[src/rtl/t10_lcd_arbiter.sv]
// Round-robin arbiter sharing the 2x16 LCD between four frame requesters.
// Optional client-0 preemption of the dwell is enabled by defining T10_LCD_ARB_PREEMPT_EN.
module t10_lcd_arbiter #(
    parameter int unsigned DWELL_CYCLES = 800_000,
    parameter int unsigned CNT_W        = 20
) (
    input  logic         clk,
    input  logic         rst,
    input  logic [3:0]   req,
    input  logic [511:0] row_1_in,
    input  logic [511:0] row_2_in,
    output logic [3:0]   gnt,
    output logic [3:0]   ack,
    output logic [127:0] row_1,
    output logic [127:0] row_2,
    output logic         strobe,
    output logic         busy,
    output logic [1:0]   owner
);

    localparam int unsigned N_CLI  = 4;
    localparam int unsigned CLI_W  = 2;
    localparam int unsigned ROW_W  = 128;
    localparam int unsigned ROW_SH = $clog2(ROW_W);
    localparam int unsigned IDX_W  = CLI_W + ROW_SH;
    localparam logic [ROW_W-1:0] BLANK    = {16{8'h20}};
    localparam logic [CNT_W-1:0] CNT_LAST = CNT_W'(DWELL_CYCLES - 1);

    typedef enum logic [1:0] {
        IDLE  = 2'd0,
        LOAD  = 2'd1,
        DWELL = 2'd2
    } state_t;

    state_t             state_q, state_d;
    logic [CLI_W-1:0]   last_q, last_d;
    logic [CLI_W-1:0]   sel_q, sel_d;
    logic [CNT_W-1:0]   cnt_q, cnt_d;
    logic [N_CLI-1:0]   gnt_d, ack_d;
    logic [ROW_W-1:0]   row_1_d, row_2_d;
    logic               strobe_d, busy_d;
    logic [CLI_W-1:0]   owner_d;

    logic               rr_found;
    logic [CLI_W-1:0]   rr_idx;
    logic [CLI_W-1:0]   cand;
    logic [IDX_W-1:0]   base;

    function automatic logic [N_CLI-1:0] onehot(input logic [CLI_W-1:0] idx);
        onehot      = '0;
        onehot[idx] = 1'b1;
    endfunction

    // Round-robin search starting just after the previous winner, wrapping to it last.
    always_comb begin
        rr_found = 1'b0;
        rr_idx   = last_q;
        cand     = last_q;
        for (int k = 1; k <= 4; k++) begin
            cand = last_q + CLI_W'(k);
            if (!rr_found && req[cand]) begin
                rr_found = 1'b1;
                rr_idx   = cand;
            end
        end
    end

    assign base = {sel_q, ROW_SH'(0)};

    // Next-state and registered-output logic.
    always_comb begin
        state_d  = state_q;
        last_d   = last_q;
        sel_d    = sel_q;
        cnt_d    = cnt_q;
        gnt_d    = gnt;
        ack_d    = '0;
        strobe_d = 1'b0;
        row_1_d  = row_1;
        row_2_d  = row_2;
        owner_d  = owner;

        case (state_q)
            IDLE: begin
                if (rr_found) begin
                    state_d = LOAD;
                    sel_d   = rr_idx;
                    gnt_d   = onehot(rr_idx);
                end
            end
            LOAD: begin
                row_1_d  = row_1_in[base +: ROW_W];
                row_2_d  = row_2_in[base +: ROW_W];
                owner_d  = sel_q;
                last_d   = sel_q;
                ack_d    = onehot(sel_q);
                strobe_d = 1'b1;
                cnt_d    = '0;
                state_d  = DWELL;
            end
            DWELL: begin
                cnt_d = cnt_q + CNT_W'(1);
`ifdef T10_LCD_ARB_PREEMPT_EN
                if (req[0] && (owner != CLI_W'(0))) begin
                    state_d = LOAD;
                    sel_d   = CLI_W'(0);
                    gnt_d   = onehot(CLI_W'(0));
                end else if (cnt_q == CNT_LAST) begin
                    state_d = IDLE;
                    gnt_d   = '0;
                end
`else
                if (cnt_q == CNT_LAST) begin
                    state_d = IDLE;
                    gnt_d   = '0;
                end
`endif
            end
            default: begin
                state_d = IDLE;
                gnt_d   = '0;
            end
        endcase

        busy_d = (state_d != IDLE);
    end

    // State and output registers.
    always_ff @(posedge clk) begin
        if (rst) begin
            state_q <= IDLE;
            last_q  <= CLI_W'(3);
            sel_q   <= '0;
            cnt_q   <= '0;
            gnt     <= '0;
            ack     <= '0;
            strobe  <= 1'b0;
            busy    <= 1'b0;
            owner   <= '0;
            row_1   <= BLANK;
            row_2   <= BLANK;
        end else begin
            state_q <= state_d;
            last_q  <= last_d;
            sel_q   <= sel_d;
            cnt_q   <= cnt_d;
            gnt     <= gnt_d;
            ack     <= ack_d;
            strobe  <= strobe_d;
            busy    <= busy_d;
            owner   <= owner_d;
            row_1   <= row_1_d;
            row_2   <= row_2_d;
        end
    end

endmodule
[config.mk]
export PLATFORM = sky130hd
export DESIGN_NAME = t10_lcd_arbiter
export DESIGN_NICKNAME = d
export VERILOG_FILES = /design/src/rtl/t10_lcd_arbiter.sv
export SDC_FILE = /design/constraint.sdc
export NUM_CORES = 1
export LEC_CHECK = 0
export BUFFER_PORTS_ARGS = -buffer_cell sky130_fd_sc_hd__buf_2
export CORE_AREA = 2 2 504 506
export CTS_BUF_LIST = sky130_fd_sc_hd__clkbuf_16
export CTS_CLUSTER_SIZE = 25
export DETAILED_ROUTE_END_ITERATION = 6
export DIE_AREA = 0 0 506 508
export SETUP_SLACK_MARGIN = 0.02
export SYNTH_ARGS = -nofsm -noshare
export SYNTH_HDL_FRONTEND = slang
export SYNTH_SLANG_ARGS = --single-unit
[constraint.sdc]
create_clock -name clk -period 5.9 [get_ports clk]
set_clock_uncertainty 0.15 [all_clocks]
set_input_delay 1.18 -clock clk [delete_from_list [all_inputs] [get_ports clk]]
set_output_delay 1.18 -clock clk [all_outputs]
set_load 0.01 [all_outputs]
* Word-level counts from Yosys, hierarchy flattened
Cells that the tools add are included.
Operators by class: add/sub/neg operators 4, multiply operators 0, divide/modulo/power cells 0, order comparisons 8, equality and inequality tests 5, shifts and indexed selects 2, mux-type cells 28, bitwise logic cells 1, reduce and logical (&&, ||, !) cells 14
Operators with widths (number):
- 512-bit by 10-bit indexed part select with 128-bit output | 2
- 20-bit one-hot mux with 2 select lines | 1
- 20-bit by 1-bit adder with 20-bit output (second input constant) | 1
- 20-bit equality test (second input constant) | 1
- 2-bit by 3-bit < comparator with 1-bit output (second input constant) | 6
- 2-bit two-way mux | 6
- 4-bit one-hot mux with 3 select lines | 1
- 1-bit two-way mux | 11
- 1-bit binary-select mux with 2-bit select | 4
- 4-bit two-way mux | 2
- 2-bit one-hot mux with 3 select lines | 1
- 1-bit logical AND | 5
- 2-bit adder (second input constant) | 2
- 1-bit demux with 2-bit select | 2
- 2-bit by 1-bit >= comparator with 1-bit output (second input constant) | 2
- 2-bit inequality test (second input constant) | 2
- 2-bit nonzero test | 2
- 1-bit logical NOT | 3
- 3-bit AND reduction | 1
- 2-bit by 1-bit adder with 2-bit output (second input constant) | 1
- 2-bit by 1-bit equality test with 1-bit output (second input constant) | 1
- 2-bit equality test (second input constant) | 1
- 2-bit logical NOT | 1
- 2-bit AND reduction | 1
- other kinds (2) | 2
Storage, ports and cells: bits in registers 294, latch bits 0, bits in writable memories 0, memory bits (read-only) 0, input bits 1030, output and inout bits 268, word-level logic and storage cells 73, memories kept 0

* Longest topological paths before layout
depth in word-level cells 19, mapped depth 8, mapped depth without buffers 7

* Least setup slack after synthesis
No wires, ideal clock.
path type in2reg, start point input port req[3], end point register gnt[3], setup time 0.117 ns, arrival time 2.140 ns, required time 5.633 ns, slack 3.493 ns, stages on the path 5, path buffers 0, path through nor2b_1 a21o_1 a221oi_1 nor3_2 a22o_1
Between the ends: longest elaborated chain between the ends 18
Ends and longest elaborated chain:
- from (decl) | RTL line 9 | input logic [3:0] req,
- 1-bit binary-select mux with 2-bit select | RTL line 61 | if (!rr_found && req[cand]) begin
- 1-bit two-way mux (not written as such) | RTL line 61
- 1-bit two-way mux | RTL line 61
- 1-bit logical NOT | RTL line 61
- 1-bit logical AND | RTL line 61
- 1-bit two-way mux | RTL line 61
- 1-bit logical NOT | RTL line 61
- 1-bit logical AND | RTL line 61
- [... 2 more ...]
- 1-bit logical AND | RTL line 61
- 2-bit two-way mux | RTL line 61
- 2-bit by 3-bit < comparator with 1-bit output (not written as such) / 2-bit by 1-bit >= comparator with 1-bit output (equally long branches) | RTL line 51 | onehot[idx] = 1'b1;
- 1-bit logical AND (not written as such) | RTL line 51
- 1-bit two-way mux (not written as such) | RTL line 51
- 1-bit demux with 2-bit select | RTL line 51
- 4-bit two-way mux | RTL line 85 | if (rr_found) begin
- 4-bit one-hot mux with 3 select lines | RTL line 83 | case (state_q)
- to (signal assigned) | RTL line 147 | gnt <= gnt_d;
- to (decl) | RTL line 12 | output logic [3:0] gnt,
Parallel ways exist; a longest one is shown, timed or not. The select of a mux whose other input is x is not followed. A chain may end at the register's enable or synchronous reset.

* Final worst setup path
start point register sel_q[0], end point register row_1[61]
Between the ends: longest elaborated chain between the ends 1
Ends and longest elaborated chain:
- from (decl) | RTL line 37 | logic [CLI_W-1:0] sel_q, sel_d;
- from (signal assigned) | RTL line 145 | sel_q <= sel_d;
- 512-bit by 10-bit indexed part select with 128-bit output | RTL line 92 | row_1_d = row_1_in[base +: ROW_W];
- to (signal assigned) | RTL line 152 | row_1 <= row_1_d;
- to (decl) | RTL line 14 | output logic [127:0] row_1,
Every way passes these cells.

==> run summary <==
======================================================================================
Status                                                                    finished clean
Commonest cells in the synthesized netlist                                sky130_fd_sc_hd__dfxtp_1, sky130_fd_sc_hd__mux4_2, sky130_fd_sc_hd__nor2_1
Height of the die                                                               508 um
Total grt overflow                                                                   0
Post-CTS setup buffer count                                                          0
H-Tree Level Count                                                                   2
Slowest stage delay, CP                                                        0.91 ns
Shortest period the worst path allows                                         2.872 ns
Fraction of final layout cells with drive strength greater than 1               63.37%
Clock slew at the register clock pins of the worst setup and hold paths        0.06 ns
Share of async-settable or async-resettable flops after synthesis                   0%
Number of top-level design ports                                                  1298
Final setup fails                                                                    0
Highest achievable clock rate                                                348.2 MHz
Post-placement setup slack                                                    2.966 ns
Number of violations of the max-capacitance limit                                    0
Per-instance average area after synthesis                                    12.57 um2
Unique masters post-synth                                                           42
Most common cell in the synthesized netlist                               sky130_fd_sc_hd__dfxtp_1
Fraction of the core area covered by cells at the end of the flow               11.56%
Top cell type by total area after synthesis                               sky130_fd_sc_hd__dfxtp_1
Initial standard-cell utilization of the core                                   6.582%
Maximum vdd drop                                                           0.0002017 V
Slew @ Worst Pin                                                             0.9679 ns
Num CTS Buffers                                                                     42
Share of the clock period used by the worst path after layout                   48.68%
Data arrival time of the worst path                                            3.27 ns
Sort of element at the start of the critical path                                 flop
Post-synthesis register bit count                                                  294
Area of the die                                                             257000 um2
Pins Over Slew Limit                                                                 0
Sum of buffers and inverters on the critical path                                    1
Via count of the first global-routing pass                                       17860
Largest net degree at the start of global routing                                  116
# hold bufs at CTS                                                                   0
Final setup margin                                                            3.028 ns
Cells after synthesis                                                             1321
Rows                                                                               185
Type of the setup path with the least slack                               flop to flop
Detailed-route via count                                                         19030
Yosys warning count                                                                  0
TritonCTS clock tree                                                             built
Net count reported at finish                                                      3605
Final GP Congestion                                                             0.9536
Area share of the leading cell type in the synthesized netlist                  35.44%
Cell with the largest stage delay on the worst path                       sky130_fd_sc_hd__dfxtp_4
Synthesized Nets                                                                  2356
Global-route wire length before repair                                       204800 um
Number of vias per cell after detailed routing                                   3.055
Count of final hold-check violations                                                 0
Root buf cell                                                             sky130_fd_sc_hd__clkbuf_16
Number of port buffers                                                            1297
Critical path endpoint category                                                   flop
Aggregate global-route resource usage                                           12.62%
Flip-flop cell with the highest count after synthesis                     sky130_fd_sc_hd__dfxtp_1
Delay-heaviest family, CP                                                   flip-flops
Total negative slack for setup checks                                             0 ns
Detailed Routing Iterations Pass 1                                                   5
Post-cts sizing count                                                                0
Total power divided by cell area                                          383.3 nW/um2
HPWL Detailed                                                                153400 um
Count of fill cells added during filler insertion                                29110
Violation count after the first detailed-route iteration                          1518
Max clock buf depth                                                                  3
Die Span X                                                                      506 um
RSZ-0062 raised after global routing                                                no
Drt total wl                                                                 170400 um
Sequential-to-total area share from yosys stat                                  35.44%
Top post-synthesis cells by area                                          sky130_fd_sc_hd__dfxtp_1, sky130_fd_sc_hd__mux4_2, sky130_fd_sc_hd__mux2i_1
Hold wc startpoint                                                              gnt[1]
Core outline area                                                           252300 um2
Antenna violations before repair                                                   308
Netlist area before placement                                                16610 um2
Cell-by-cell listing of the critical path                                 buf_12 > mux4_2 > a211o_1
Worst setup startpoint                                                        sel_q[0]
Data required time of the critical path                                        6.30 ns
Remaining design rule violation count                                                0
Number of sinks driven by the clock tree                                           294
Antenna Violating Nets Remaining                                                     0
Number of enable-type register cells in the synthesized netlist                      0
Total leakage power                                                         0.01176 uW
Insertion delay of the later-clocked pin in the worst-skew pair                0.64 ns
Hold WC Path Type                                                         flop to flop
Worst-case hold slack                                                        0.3242 ns
Reg-to-reg startpoint                                                         sel_q[0]
Rel. slew slack                                                                 35.47%
Post-detailed-route wirelength per cell                                       27.35 um
Area growth, synth to finish                                                    75.63%
Largest fanout on the critical path                                                 86
======================================================================================
==> registers in the layout (all words and copies together), names as in the netlist <==
register  flops
row_1       128
row_2       128
cnt_q        20
ack           4
gnt           4
last_q        2
owner         2
sel_q         2
state_q       2
busy          1
strobe        1
==> worst reg2reg max path, stage by stage, from the launching register on <==
cell,delay (ns)
sky130_fd_sc_hd__dfxtp_4,0.91
sky130_fd_sc_hd__buf_12,0.69
sky130_fd_sc_hd__mux4_2,0.73
sky130_fd_sc_hd__a211o_1,0.30
==> path summary, 6_finish.rpt <==
check             depth (start not counted)  slack [ns]   endpoint
hold reg to reg                           1        0.32     gnt[1]
setup / recovery                          3        3.03  row_1[61]
setup reg to reg                          3        3.03  row_1[61]
hold / removal                            1        0.32     gnt[1]
==> placed cells by master, fill, tap and decap left out, drive strengths merged, types with 16 or more instances in the layout <==
cell and count:
nor2b 37, mux2i 227, diode 262, a211o 34
inv 18, buf 1329, mux4 256, nor2 256
clkbuf 42, dfxtp 294, clkinv 16
==> stage by stage <==
stage | power [uW] | cell area (um2) | std cells
floorplan | 6602 | 16610 | 1321
global placement | 8599 | 27160 | 5892
detailed placement | 8647 | 27160 | 5892
CTS | 11360 | 28510 | 5968
global route | 11840 | 28770 | 6072
finish | 11180 | 29160 | 6230
==> metal layers <==
layer | GRT usage (%) | routed length [um]
met5 | 0 | 815
met2 | 20.30 | 76430
met3 | 9.295 | 29110
met4 | 7.736 | 12610
met1 | 11.31 | 51410
==> cell families (layout without fill, tap and decap cells) <==
kind of cell,after synthesis,in the layout,synth area share [%]
compound gates,56,56,2.788
buf+inv,128,1409,3.278
xor+xnor,18,18,0.9494
other cells,0,262,0
flops,294,294,35.44
mux,483,483,48.40
simple gates,337,337,8.763
fa+ha+maj,5,5,0.3767
==> cell type report <==
type / count / area (um2) / share of cell area (%)
Multi-Input combinational cell: 899 / 10190 / 34.93
Timing Repair Buffer: 1329 / 6854 / 23.50
Sequential cell: 294 / 5893 / 20.21
Tap cell: 3366 / 4212 / 14.44
Clock buffer: 42 / 1051 / 3.604
Antenna cell: 262 / 655.6 / 2.248
Clock inverter: 34 / 295.3 / 1.012
Inverter: 4 / 15.01 / 0.05148
==> where the power goes <==
| group | switching, uW | total, uW | internal, uW | leakage (uW) |
|---|---|---|---|---|
| Sequential | 423 | 3000 | 2580 | 0.00241 |
| Clock | 1130 | 2600 | 1470 | 0.000702 |
| Combinational | 2780 | 5570 | 2790 | 0.00865 |
| Total | 4330 | 11200 | 6850 | 0.0118 |
(Power assumes the default switching activity.)
